$ cat src/rtl/dmem_arb_pkg.sv
// Shared types for the data-memory arbiter.
// Read-owner encoding and the default starvation limit.
package dmem_arb_pkg;

    typedef enum logic [1:0] {
        OWN_NONE = 2'd0,
        OWN_CPU  = 2'd1,
        OWN_DBG  = 2'd2
    } owner_e;

    localparam int STARVE_MAX_DEF = 4;

endpackage

$ cat src/rtl/dmem_arb_starve_ctr.sv
// Debug-port starvation counter and force compare.
// Only present in builds with DMEM_ARB_FAIRNESS_EN defined.
module dmem_arb_starve_ctr
    import dmem_arb_pkg::*;
#(
    parameter int STARVE_MAX = STARVE_MAX_DEF
) (
    input  logic clk,
    input  logic reset,
    input  logic cpu_req,
    input  logic dbg_req,
    input  logic gnt_dbg,
    output logic force_dbg
);

    localparam int CW = $clog2(STARVE_MAX + 1);
    localparam logic [CW-1:0] SAT = CW'(STARVE_MAX);

    logic [CW-1:0] starve;

    always_ff @(posedge clk or negedge reset) begin
        if (!reset) begin
            starve <= '0;
        end else if (gnt_dbg || !dbg_req) begin
            starve <= '0;
        end else if (cpu_req && (starve != SAT)) begin
            starve <= starve + 1'b1;
        end
    end

    assign force_dbg = (starve == SAT) && dbg_req;

endmodule

$ cat src/rtl/dmem_arbiter.sv
// Single-port data RAM arbiter between the M stage and the debug port.
// DMEM_ARB_FAIRNESS_EN adds a forced debug grant after STARVE_MAX losses.
module dmem_arbiter
    import dmem_arb_pkg::*;
#(
    parameter int ADDR_W     = 5,
    parameter int DATA_W     = 32,
    parameter int STARVE_MAX = STARVE_MAX_DEF
) (
    input  logic              clk,
    input  logic              reset,
    input  logic              cpu_req,
    input  logic              cpu_we,
    input  logic [ADDR_W-1:0] cpu_addr,
    input  logic [DATA_W-1:0] cpu_wdata,
    output logic [DATA_W-1:0] cpu_rdata,
    output logic              cpu_stall,
    input  logic              dbg_req,
    input  logic              dbg_we,
    input  logic [ADDR_W-1:0] dbg_addr,
    input  logic [DATA_W-1:0] dbg_wdata,
    output logic              dbg_gnt,
    output logic              dbg_rvalid,
    output logic [DATA_W-1:0] dbg_rdata,
    output logic              ram_en,
    output logic              ram_we,
    output logic [ADDR_W-1:0] ram_addr,
    output logic [DATA_W-1:0] ram_wdata,
    input  logic [DATA_W-1:0] ram_rdata
);

    logic   force_dbg;
    logic   gnt_cpu;
    logic   gnt_dbg;
    owner_e rd_own;
    owner_e rd_own_nxt;

`ifdef DMEM_ARB_FAIRNESS_EN
    dmem_arb_starve_ctr #(
        .STARVE_MAX(STARVE_MAX)
    ) u_starve (
        .clk      (clk),
        .reset    (reset),
        .cpu_req  (cpu_req),
        .dbg_req  (dbg_req),
        .gnt_dbg  (gnt_dbg),
        .force_dbg(force_dbg)
    );
`else
    assign force_dbg = 1'b0;
`endif

    always_comb begin
        gnt_cpu    = cpu_req && !force_dbg;
        gnt_dbg    = dbg_req && (!cpu_req || force_dbg);
        ram_en     = gnt_cpu || gnt_dbg;
        ram_we     = 1'b0;
        ram_addr   = '0;
        ram_wdata  = '0;
        rd_own_nxt = OWN_NONE;
        unique case (1'b1)
            gnt_cpu: begin
                ram_we    = cpu_we;
                ram_addr  = cpu_addr;
                ram_wdata = cpu_wdata;
                if (!cpu_we) rd_own_nxt = OWN_CPU;
            end
            gnt_dbg: begin
                ram_we    = dbg_we;
                ram_addr  = dbg_addr;
                ram_wdata = dbg_wdata;
                if (!dbg_we) rd_own_nxt = OWN_DBG;
            end
            default: ;
        endcase
    end

    // Tracks which port the RAM's next-cycle read data belongs to
    always_ff @(posedge clk or negedge reset) begin
        if (!reset) begin
            rd_own <= OWN_NONE;
        end else begin
            rd_own <= rd_own_nxt;
        end
    end

    assign cpu_stall  = cpu_req && !gnt_cpu;
    assign dbg_gnt    = gnt_dbg;
    assign cpu_rdata  = ram_rdata;
    assign dbg_rdata  = ram_rdata;
    assign dbg_rvalid = (rd_own == OWN_DBG);

endmodule
$ cat config.mk
export PLATFORM = sky130hd
export DESIGN_NAME = dmem_arbiter
export DESIGN_NICKNAME = d
export VERILOG_FILES = /design/src/rtl/dmem_arb_pkg.sv /design/src/rtl/dmem_arb_starve_ctr.sv /design/src/rtl/dmem_arbiter.sv
export SDC_FILE = /design/constraint.sdc
export NUM_CORES = 1
export LEC_CHECK = 0
export BUFFER_PORTS_ARGS = -buffer_cell sky130_fd_sc_hd__buf_4
export CORE_AREA = 5 5 81 83
export CTS_CLUSTER_SIZE = 8
export DETAILED_ROUTE_END_ITERATION = 7
export DIE_AREA = 0 0 86 88
export PLACE_DENSITY = 0.66
export REMOVE_ABC_BUFFERS = 1
export SYNTH_ARGS = -nofsm -noshare
export SYNTH_HDL_FRONTEND = slang
export SYNTH_SLANG_ARGS = --single-unit
$ cat constraint.sdc
create_clock -name clk -period 0.8 [get_ports clk]
set_input_delay 0.04 -clock clk [delete_from_list [all_inputs] [get_ports clk]]
set_output_delay 0.04 -clock clk [all_outputs]
set_load 0.02 [all_outputs]
==> results of run 1 <==
kinds of logic (layout without fill, tap and decap cells):
kind of cell / after synthesis / count (layout) / synth area share, %
AND/OR/NAND/NOR: 81 / 81 / 27.74
buffers and inverters: 78 / 131 / 50.88
AO/OA/AOI/OAI: 38 / 38 / 16.67
flip-flops: 2 / 2 / 4.386
other: 1 / 1 / 0.3286
per-stage QoR:
step	total power [uW]	setup slack [ns]	TNS (ns)	area (um2)	cells
6_report	1580	-0.07496	-0.07496	1740	328
5_1_grt	1681	-0.1002	-0.1002	1740	328
4_1_cts	1568	-0.07172	-0.07172	1685	327
3_5_place_dp	1139	-0.08074	-0.9123	1610	321
3_3_place_gp	1132	-0.07212	-0.4227	1610	321
2_1_floorplan	470.9	0.1066	0	560.5	122
how the worst max path moves through the flow:
stage | end | slack (ns) | depth (start not counted) | startpoint
6_report | dbg_rvalid | -0.07 | 2 | rd_own[1]
2_1_floorplan | dbg_rvalid | 0.11 | 1 | rd_own[0]
5_1_grt | dbg_rvalid | -0.10 | 2 | rd_own[0]
4_1_cts | dbg_rvalid | -0.07 | 2 | rd_own[1]
3_5_place_dp | ram_wdata[12] | -0.08 | 4 | dbg_req
3_3_place_gp | ram_wdata[21] | -0.07 | 4 | dbg_req
routing by layer:
metal / global-route usage, % / wire length [um] / up-vias
li1: - / - / 664
met1: 15.79 / 2204 / 609
met2: 25.30 / 2987 / 167
met3: 15.62 / 1636 / 2
met4: 2.158 / 2 / 0
met5: 5.844 / 0 / -
layout make-up:
class	count	area [um2]	area share (%)
Timing Repair Buffer	128	1030	59.17
Clock buffer	3	41.29	2.372
Tap cell	75	93.84	5.392
Sequential cell	2	50.05	2.876
Multi-Input combinational cell	120	525.5	30.19
power by group through the flow:
stage          logic, uW  clock network, uW  registers [uW]
3_5_place_dp        1030                  0             109
5_1_grt             1160                410             108
4_1_cts             1050                413             107
6_report            1070                401             108
3_3_place_gp        1020                  0             108
2_1_floorplan        363                  0             108
cells in the mapped netlist:
| cell type | instances | share of area (%) |
|---|---|---|
| nand2_1 | 76 | 25 |
| buf_4 | 66 | 43 |
| o21ai_1 | 38 | 17 |
| buf_2 | 8 | 3.5 |
| buf_6 | 4 | 3.9 |
| nor2b_1 | 4 | 2.2 |
| dfrtp_1 | 2 | 4.4 |
| conb_1 | 1 | 0.33 |
| or2_1 | 1 | 0.55 |
cell usage in the layout, fill, tap and decap left out, drive strengths merged:
cell type    netlist  layout
dlygate4sd3        0       3
o21ai             38      38
or2                1       1
conb               1       1
nor2b              4       4
nand2             76      76
dfrtp              2       2
clkbuf             0       4
buf               78     124
repair_timing:
action	4_1_cts	5_1_grt
hold endpoints to repair	4	0
hold buffers	3	0
buffers inserted	0	0
resized for setup	1	7
gates cloned	0	1
setup endpoints to repair	40	19
==> impl_metrics.csv, run 1 <==
group,metric,value,unit
drt,vias_per_cell,4.396,
setup_path,max_stage_delay,0.35,ns
drt,dr.pass1.iters,4,
power,power_density,907.9,mW/mm2
die,start_util,19.74,%
yosys,ys_seq_area_share,4.386,%
final_layout,top_register,"rd_own",
status,status,"complete, but fails checks",
clock_network,cts_sinks,2,
die,core_area,0.005781,mm2
global_route,grt_pass1_vias,1428,
drt,drtIter0Drc,27,
sta,setup_slack,-0.07496,ns
final_layout,fillers,654,
sta,slew_viol_final,0,
worst_hold_path,min_to,"dbg_rdata[27]",
clock_network,clockBufferDepth,2,
power,power.internal,989.1,uW
global_route,overflow,0,
die,dieArea,0.007568,mm2
power,ir_worst_vdd,578.4,uV
yosys,syn_avg_cell_area,5.705,um2
global_route,grt_antenna_before_repair,0,
sta,hold-worst-slack,0.08018,ns
worst_hold_path,worstHoldStart,"ram_rdata[27]",
clock_network,clk_pin_slew,0.03,ns
placed_design,globalplace.congestion,0.7874,
drt,drcViolationCount,0,
sta,post-route-period-util,109.4,%
final_layout,reg.largest.list,"rd_own x2",
sta,clock.fmax,1.143,GHz
final_layout,nNetsFinal,367,
power,p_leak,0.0009284,uW
drt,wire_per_inst,20.82,um
global_route,grtUsageTotal,16.25,%
clock_network,cts_buffers,3,
die,placementRows,28,
power,comb_power_share,67.8,%
power,power.switching,591.1,uW
setup_path,critPathCaptureType,"output port",
final_layout,area_delta_synth_final,52.52,%
setup_path,cp_max_fo,1,
power,p_clk_share,25.4,%
worst_hold_path,hold_path_class,"in2out",
sta,min_period,0.8750,ns
final_layout,fin_util,30.11,%
placed_design,hpwl,5985,um
final_layout,drive_gt1_share,51.38,%
setup_path,crit_buf_inv,1,
die,die_y,88,um
worst_hold_path,hold_depth,0,
yosys,syn-instance-count,200,
power,share_seq_of_total_power,6.8,%
drt,ant_nets,0,
setup_path,crit_arrival,0.83,ns
drt,routed_wl,6830,um
die,io_pins,218,
yosys,syn-cell-area,0.001141,mm2
die,die_x,86,um
global_route,grt_first_pass_wirelength,8763,um
drt,vias,1442,
status,failed_checks,"setup timing",
final_layout,antenna_cells,0,
final_layout,largest_reg_flops,2,
global_route,grt_max_degree,41,
run,drv_cap,0,
sta,finalSetupViolations,1,
setup_path,cp_top_family,"flip-flops",
placed_design,io_buffers,120,
sta,finalHoldViolations,0,
sta,rsz0062_at_grt,"true",
setup_path,crit_type,"reg2out",
clock_network,clockRootBuffer,"clkbuf_8",
setup_path,cp_cell_sequence,"nor2b_1 > buf_4",
clock_network,htree_levels,1,
setup_path,slowest_stage,"dfrtp_1",
yosys,yosysUniqueCellTypes,9,
clock_network,cts_tree,"built",
setup_path,crit_required,0.76,ns
power,swShare,37.41,%
yosys,synth_seq_cells,2,
setup_path,critPathLaunchType,"flip-flop",
yosys,synthesis.yosys.warnings,0,
Note: power is estimated with default switching activity, not from simulation.
==> run 2: changes to the inputs <==
==> constraint.sdc (replaced) <==
create_clock -name clk -period 0.8 [get_ports clk]
set_input_delay 0.12 -clock clk [delete_from_list [all_inputs] [get_ports clk]]
set_output_delay 0.12 -clock clk [all_outputs]
set_load 0.02 [all_outputs]
==> run 2 against run 1 <==
The flow still finishes with violations (setup timing). Sequential cell count unchanged. Combinational power up 66%. Global-route usage is 3.9 points higher. Power increased by 44%. Sequential share of layout area shrank 1.1 points. Maximum frequency decreased by 6.8%. Non-clock buffer count is 14 higher. Largest cell class unchanged.
==> impl_metrics.csv, run 2 (synthesis gave the netlist of run 1 again) <==
group,metric,value,unit
status,failed_checks,"setup timing",
clock_network,cts_sinks,2,
setup_path,critPathLaunchType,"flip-flop",
final_layout,ff_latch_area,50.05,um2
final_layout,largest_reg_flops,2,
global_route,grt_first_pass_wirelength,10960,um
final_layout,multi_input_area,0.001031,mm2
power,ir_worst_vdd,723.5,uV
placed_design,placed_cell_area,0.001618,mm2
drt,vias,1613,
die,dieArea,0.007568,mm2
clock_network,htree_levels,1,
final_layout,fillers,527,
die,start_util,19.74,%
global_route,grtUsageTotal,20.11,%
sta,clock.fmax,1.066,GHz
global_route,grt_pass1_vias,1730,
final_layout,final_common_cell,"buf_4",
sta,rsz0062_at_grt,"true",
sta,tns,-0.1590,ns
die,placementRows,28,
final_layout,fin_area,0.002813,mm2
die,io_pins,218,
global_route,grt_max_degree,21,
drt,ant_nets,0,
placed_design,hpwl,6041,um
clock_network,cts_tree,"built",
clock_network,cts_buffers,3,
clock_network,clockBufferDepth,2,
sta,finalSetupViolations,3,
setup_path,crit_required,0.68,ns
sta,finalHoldViolations,0,
drt,drcViolationCount,0,
status,status,"complete, but fails checks",
final_layout,area_delta_synth_final,146.5,%
drt,vias_per_cell,4.716,
worst_hold_path,hold_path_class,"in2reg",
final_layout,reg.largest.list,"rd_own x2",
sta,setup_slack,-0.1384,ns
setup_path,setup.worst_path.start,"rd_own[0]",
drt,dr.pass1.iters,4,
final_layout,nNetsFinal,381,
setup_path,crit_type,"reg2out",
die,die_x,86,um
sta,slew_viol_final,0,
power,p_leak,0.001301,uW
final_layout,layout_common_cells,"82 x buf_4, 38 x buf_6, 36 x nand2_1",
power,power_density,807.1,mW/mm2
setup_path,cp_max_fo,1,
sta,hold-worst-slack,0.07545,ns
setup_path,slowest_stage,"dfrtp_1",
setup_path,endpoint,"dbg_rvalid",
drt,drtIter0Drc,32,
setup_path,crit_arrival,0.82,ns
placed_design,io_buffers,120,
setup_path,cp_top_family,"flip-flops",
setup_path,path_depth,2,
setup_path,critPathCaptureType,"output port",
run,drv_cap,0,
die,die_y,88,um
setup_path,crit_buf_inv,1,
global_route,overflow,0,
setup_path,cp_cell_sequence,"nor2b_4 > buf_6",
clock_network,clk_pin_slew,0.03,ns
sta,min_period,0.9384,ns
setup_path,max_stage_delay,0.38,ns
global_route,grt_antenna_before_repair,0,
placed_design,globalplace.congestion,0.7847,
drt,routed_wl,8352,um
die,core_area,0.005781,mm2
final_layout,antenna_cells,0,
sta,post-route-period-util,117.3,%
final_layout,top_register,"rd_own",
clock_network,clockRootBuffer,"clkbuf_8",
drt,wire_per_inst,24.42,um
final_layout,drive_gt1_share,83.90,%
[run 2: cell count changes in the layout (fill, tap and decap cells not counted), moves of 15 or more]
cell and change:
nand2_1 -40, buf_4 -36, o21ai_1 -36, buf_6 +35, nand2_2 +34, o21ai_4 +30, buf_16 +15
[run 2: metrics by stage]
step                util, %  cells  power, uW  worst slack, ns
floorplan                 -    122      470.9          0.02657
detailed placement    27.99    322       1146          -0.2301
global placement      27.99    322       1136          -0.2313
finish                48.66    342       2270          -0.1384
CTS                   40.32    339       1981          -0.1308
global route          48.66    342       2401          -0.1587
[run 2: worst min path at each step]
stage,from,endpoint,cells after the start
final,dbg_we,rd_own[1],2
after global routing,dbg_we,rd_own[1],2
after CTS,dbg_we,rd_own[1],2
after detailed placement,reset,rd_own[1],1
after global placement,reset,rd_own[0],1
after floorplan,reset,rd_own[0],0
[run 2: final cells by class]
type | instances | share of cell area (%)
clock buffers | 3 | 1.468
multi-input cells | 120 | 36.65
flip-flops and latches | 2 | 1.779
well taps | 75 | 3.336
repair buffers | 142 | 56.76
[run 2: timing repair]
action | in CTS | in global routing
gates resized for setup | 85 | 99
hold endpoints to repair | 2 | 0
setup endpoints to repair | 41 | 31
setup buffers | 0 | 1
gates cloned | 13 | 2
hold buffers | 1 | 0
pin swaps | 13 | 21
[run 2: metal layers]
layer / GRT usage, % / share of wire [%] / routed length [um]
met5: 5.844 / 0 / 0
met4: 1.871 / 0.25 / 21
met3: 15.52 / 18 / 1540
met2: 32.80 / 48 / 4001
met1: 21.01 / 33 / 2788
[run 2: report_power, final]
part,switching (uW),leakage (uW),internal (uW)
Combinational,787,0.00125,991
Clock,65.7,0.0000216,317
Sequential,2.68,0.0000263,107
==> run 3: changes to the inputs <==
==> constraint.sdc (replaced) <==
create_clock -name clk -period 0.95 [get_ports clk]
set_input_delay 0.1425 -clock clk [delete_from_list [all_inputs] [get_ports clk]]
set_output_delay 0.1425 -clock clk [all_outputs]
set_load 0.02 [all_outputs]
==> run 3 against run 2 <==
The run still ends with setup timing left. Clock power down 14%. Worst setup slack improved by 0.13 ns. Worst hold slack better by 0.021 ns. Count of clock-buffer cells in the layout unchanged. Design area is 35% lower. Largest cell class unchanged. Cell count decreased by 4.1%. Sequential share of layout area is 0.98 points higher. Die area unchanged. Critical path depth is the same. Non-clock buffer count is 14 lower.
==> impl_metrics.csv, run 3 (synthesis gave the netlist of run 1 again) <==
group,metric,value,unit
worst_hold_path,min_to,"rd_own[1]",
global_route,grt_first_pass_wirelength,9439,um
worst_hold_path,hold_depth,2,
placed_design,io_buffers,120,
drt,drtIter0Drc,20,
drt,drcViolationCount,0,
final_layout,top_register,"rd_own",
power,p_leak,0.0009590,uW
placed_design,hpwl,6055,um
drt,dr.pass1.iters,4,
run,drv_cap,0,
status,status,"complete, but fails checks",
placed_design,globalplace.congestion,0.7781,
power,ir_worst_vdd,534.1,uV
global_route,grtUsageTotal,17.22,%
drt,vias_per_cell,4.479,
setup_path,crit_required,0.81,ns
final_layout,largest_reg_flops,2,
die,core_area,0.005781,mm2
power,total_power,1367,uW
drt,ant_nets,0,
final_layout,fin_area,0.001815,mm2
power,swShare,37.06,%
die,placementRows,28,
final_layout,fin_util,31.41,%
final_layout,antenna_cells,0,
die,start_util,19.74,%
final_layout,fillers,636,
clock_network,cts_buffers,3,
power,p_clk_share,24.2,%
final_layout,layout_common_cells,"115 x buf_4, 76 x nand2_1, 32 x o21ai_1",
status,failed_checks,"setup timing",
clock_network,clockRootBuffer,"clkbuf_8",
global_route,overflow,0,
clock_network,cts_tree,"built",
clock_network,cts_sinks,2,
worst_hold_path,worstHoldStart,"dbg_we",
sta,setup_slack,-0.005269,ns
setup_path,cp_max_fo,1,
final_layout,final_common_cell,"buf_4",
setup_path,crit_type,"reg2out",
global_route,grt_antenna_before_repair,0,
power,power.internal,860.2,uW
sta,rsz0062_at_grt,"true",
final_layout,area_delta_synth_final,59.10,%
power,power.switching,506.5,uW
clock_network,clockBufferDepth,2,
power,share_seq_of_total_power,6.7,%
sta,slew_viol_final,0,
die,dieArea,0.007568,mm2
drt,routed_wl,7084,um
power,power_density,752.8,mW/mm2
power,comb_power_share,69.1,%
clock_network,htree_levels,1,
drt,wire_per_inst,21.60,um
placed_design,place_ws,-0.1366,ns
die,die_x,86,um
setup_path,crit_arrival,0.81,ns
final_layout,drive_gt1_share,54.15,%
setup_path,critPathLaunchType,"flip-flop",
sta,post-route-period-util,100.6,%
worst_hold_path,hold_path_class,"in2reg",
global_route,grt_max_degree,41,
final_layout,nNetsFinal,367,
final_layout,reg.largest.list,"rd_own x2",
clock_network,clk_pin_slew,0.03,ns
die,io_pins,218,
sta,finalHoldViolations,0,
die,die_y,88,um
sta,min_period,0.9553,ns
drt,vias,1469,
placed_design,placed_cell_area,0.001610,mm2
sta,clock.fmax,1.047,GHz
sta,finalSetupViolations,1,
setup_path,critPathCaptureType,"output port",
global_route,grt_pass1_vias,1505,
[run 3: cell types whose count changed in the layout (fill, tap and decap cells not counted), moves of 6 or more]
cell	delta
nand2_1	+40
nand2_2	-34
buf_4	+33
buf_6	-33
o21ai_1	+32
o21ai_4	-30
buf_16	-14
nand2_4	-6
[run 3: stage by stage]
step	hold WS (ns)	setup TNS, ns	cells
after floorplan	-0.1531	0	122
after global placement	-0.07500	-2.445	321
after detailed placement	-0.07466	-3.081	321
after CTS	0.09185	-0.009211	326
after global routing	0.09819	-0.03089	328
final	0.09611	-0.005269	328
[run 3: final cells by class]
class / instances / area, um2 / area share (%)
multi-input combinational: 120 / 548.0 / 30.19
tap: 75 / 93.84 / 5.169
sequential: 2 / 50.05 / 2.757
clock buffer: 3 / 41.29 / 2.274
timing repair buffer: 128 / 1082 / 59.61
[run 3: power by group through the flow]
stage	logic (uW)	clock network (uW)	registers (uW)
floorplan	305	0	91.1
global placement	862	0	91.1
detailed placement	869	0	91.3
CTS	914	342	90.4
global route	1020	351	92.5
finish	944	330	91.9
[run 3: repair_timing]
item | CTS | global route
endpoints found under the hold margin | 2 | 0
setup buffers | 0 | 0
cloned | 1 | 2
setup endpoints to repair | 40 | 20
resized for setup | 10 | 10
hold buffers | 1 | 0
[run 3: critical path: stages, from the launching register on]
cell	delay [ns]
dfrtp_1	0.38
nor2b_4	0.11
buf_6	0.12
[run 3: worst max path at each step]
stage / from / end / slack [ns] / cells past startpoint
2_1_floorplan: rd_own[0] / dbg_rvalid / 0.15 / 1
3_3_place_gp: dbg_req / ram_wdata[21] / -0.13 / 4
3_5_place_dp: dbg_req / ram_wdata[12] / -0.14 / 4
4_1_cts: rd_own[1] / dbg_rvalid / -0.009 / 2
5_1_grt: rd_own[0] / dbg_rvalid / -0.03 / 2
6_report: rd_own[0] / dbg_rvalid / -0.005 / 2
[run 3: routing by layer]
| metal | wire length [um] | GRT usage (%) | up-vias | share of wire [%] |
|---|---|---|---|---|
| li1 | - | - | 668 | - |
| met1 | 2106 | 15.18 | 618 | 30 |
| met2 | 3144 | 27.19 | 179 | 44 |
| met3 | 1761 | 18.34 | 4 | 25 |
| met4 | 72 | 2.734 | 0 | 1.0 |
| met5 | 0 | 6.494 | - | 0 |
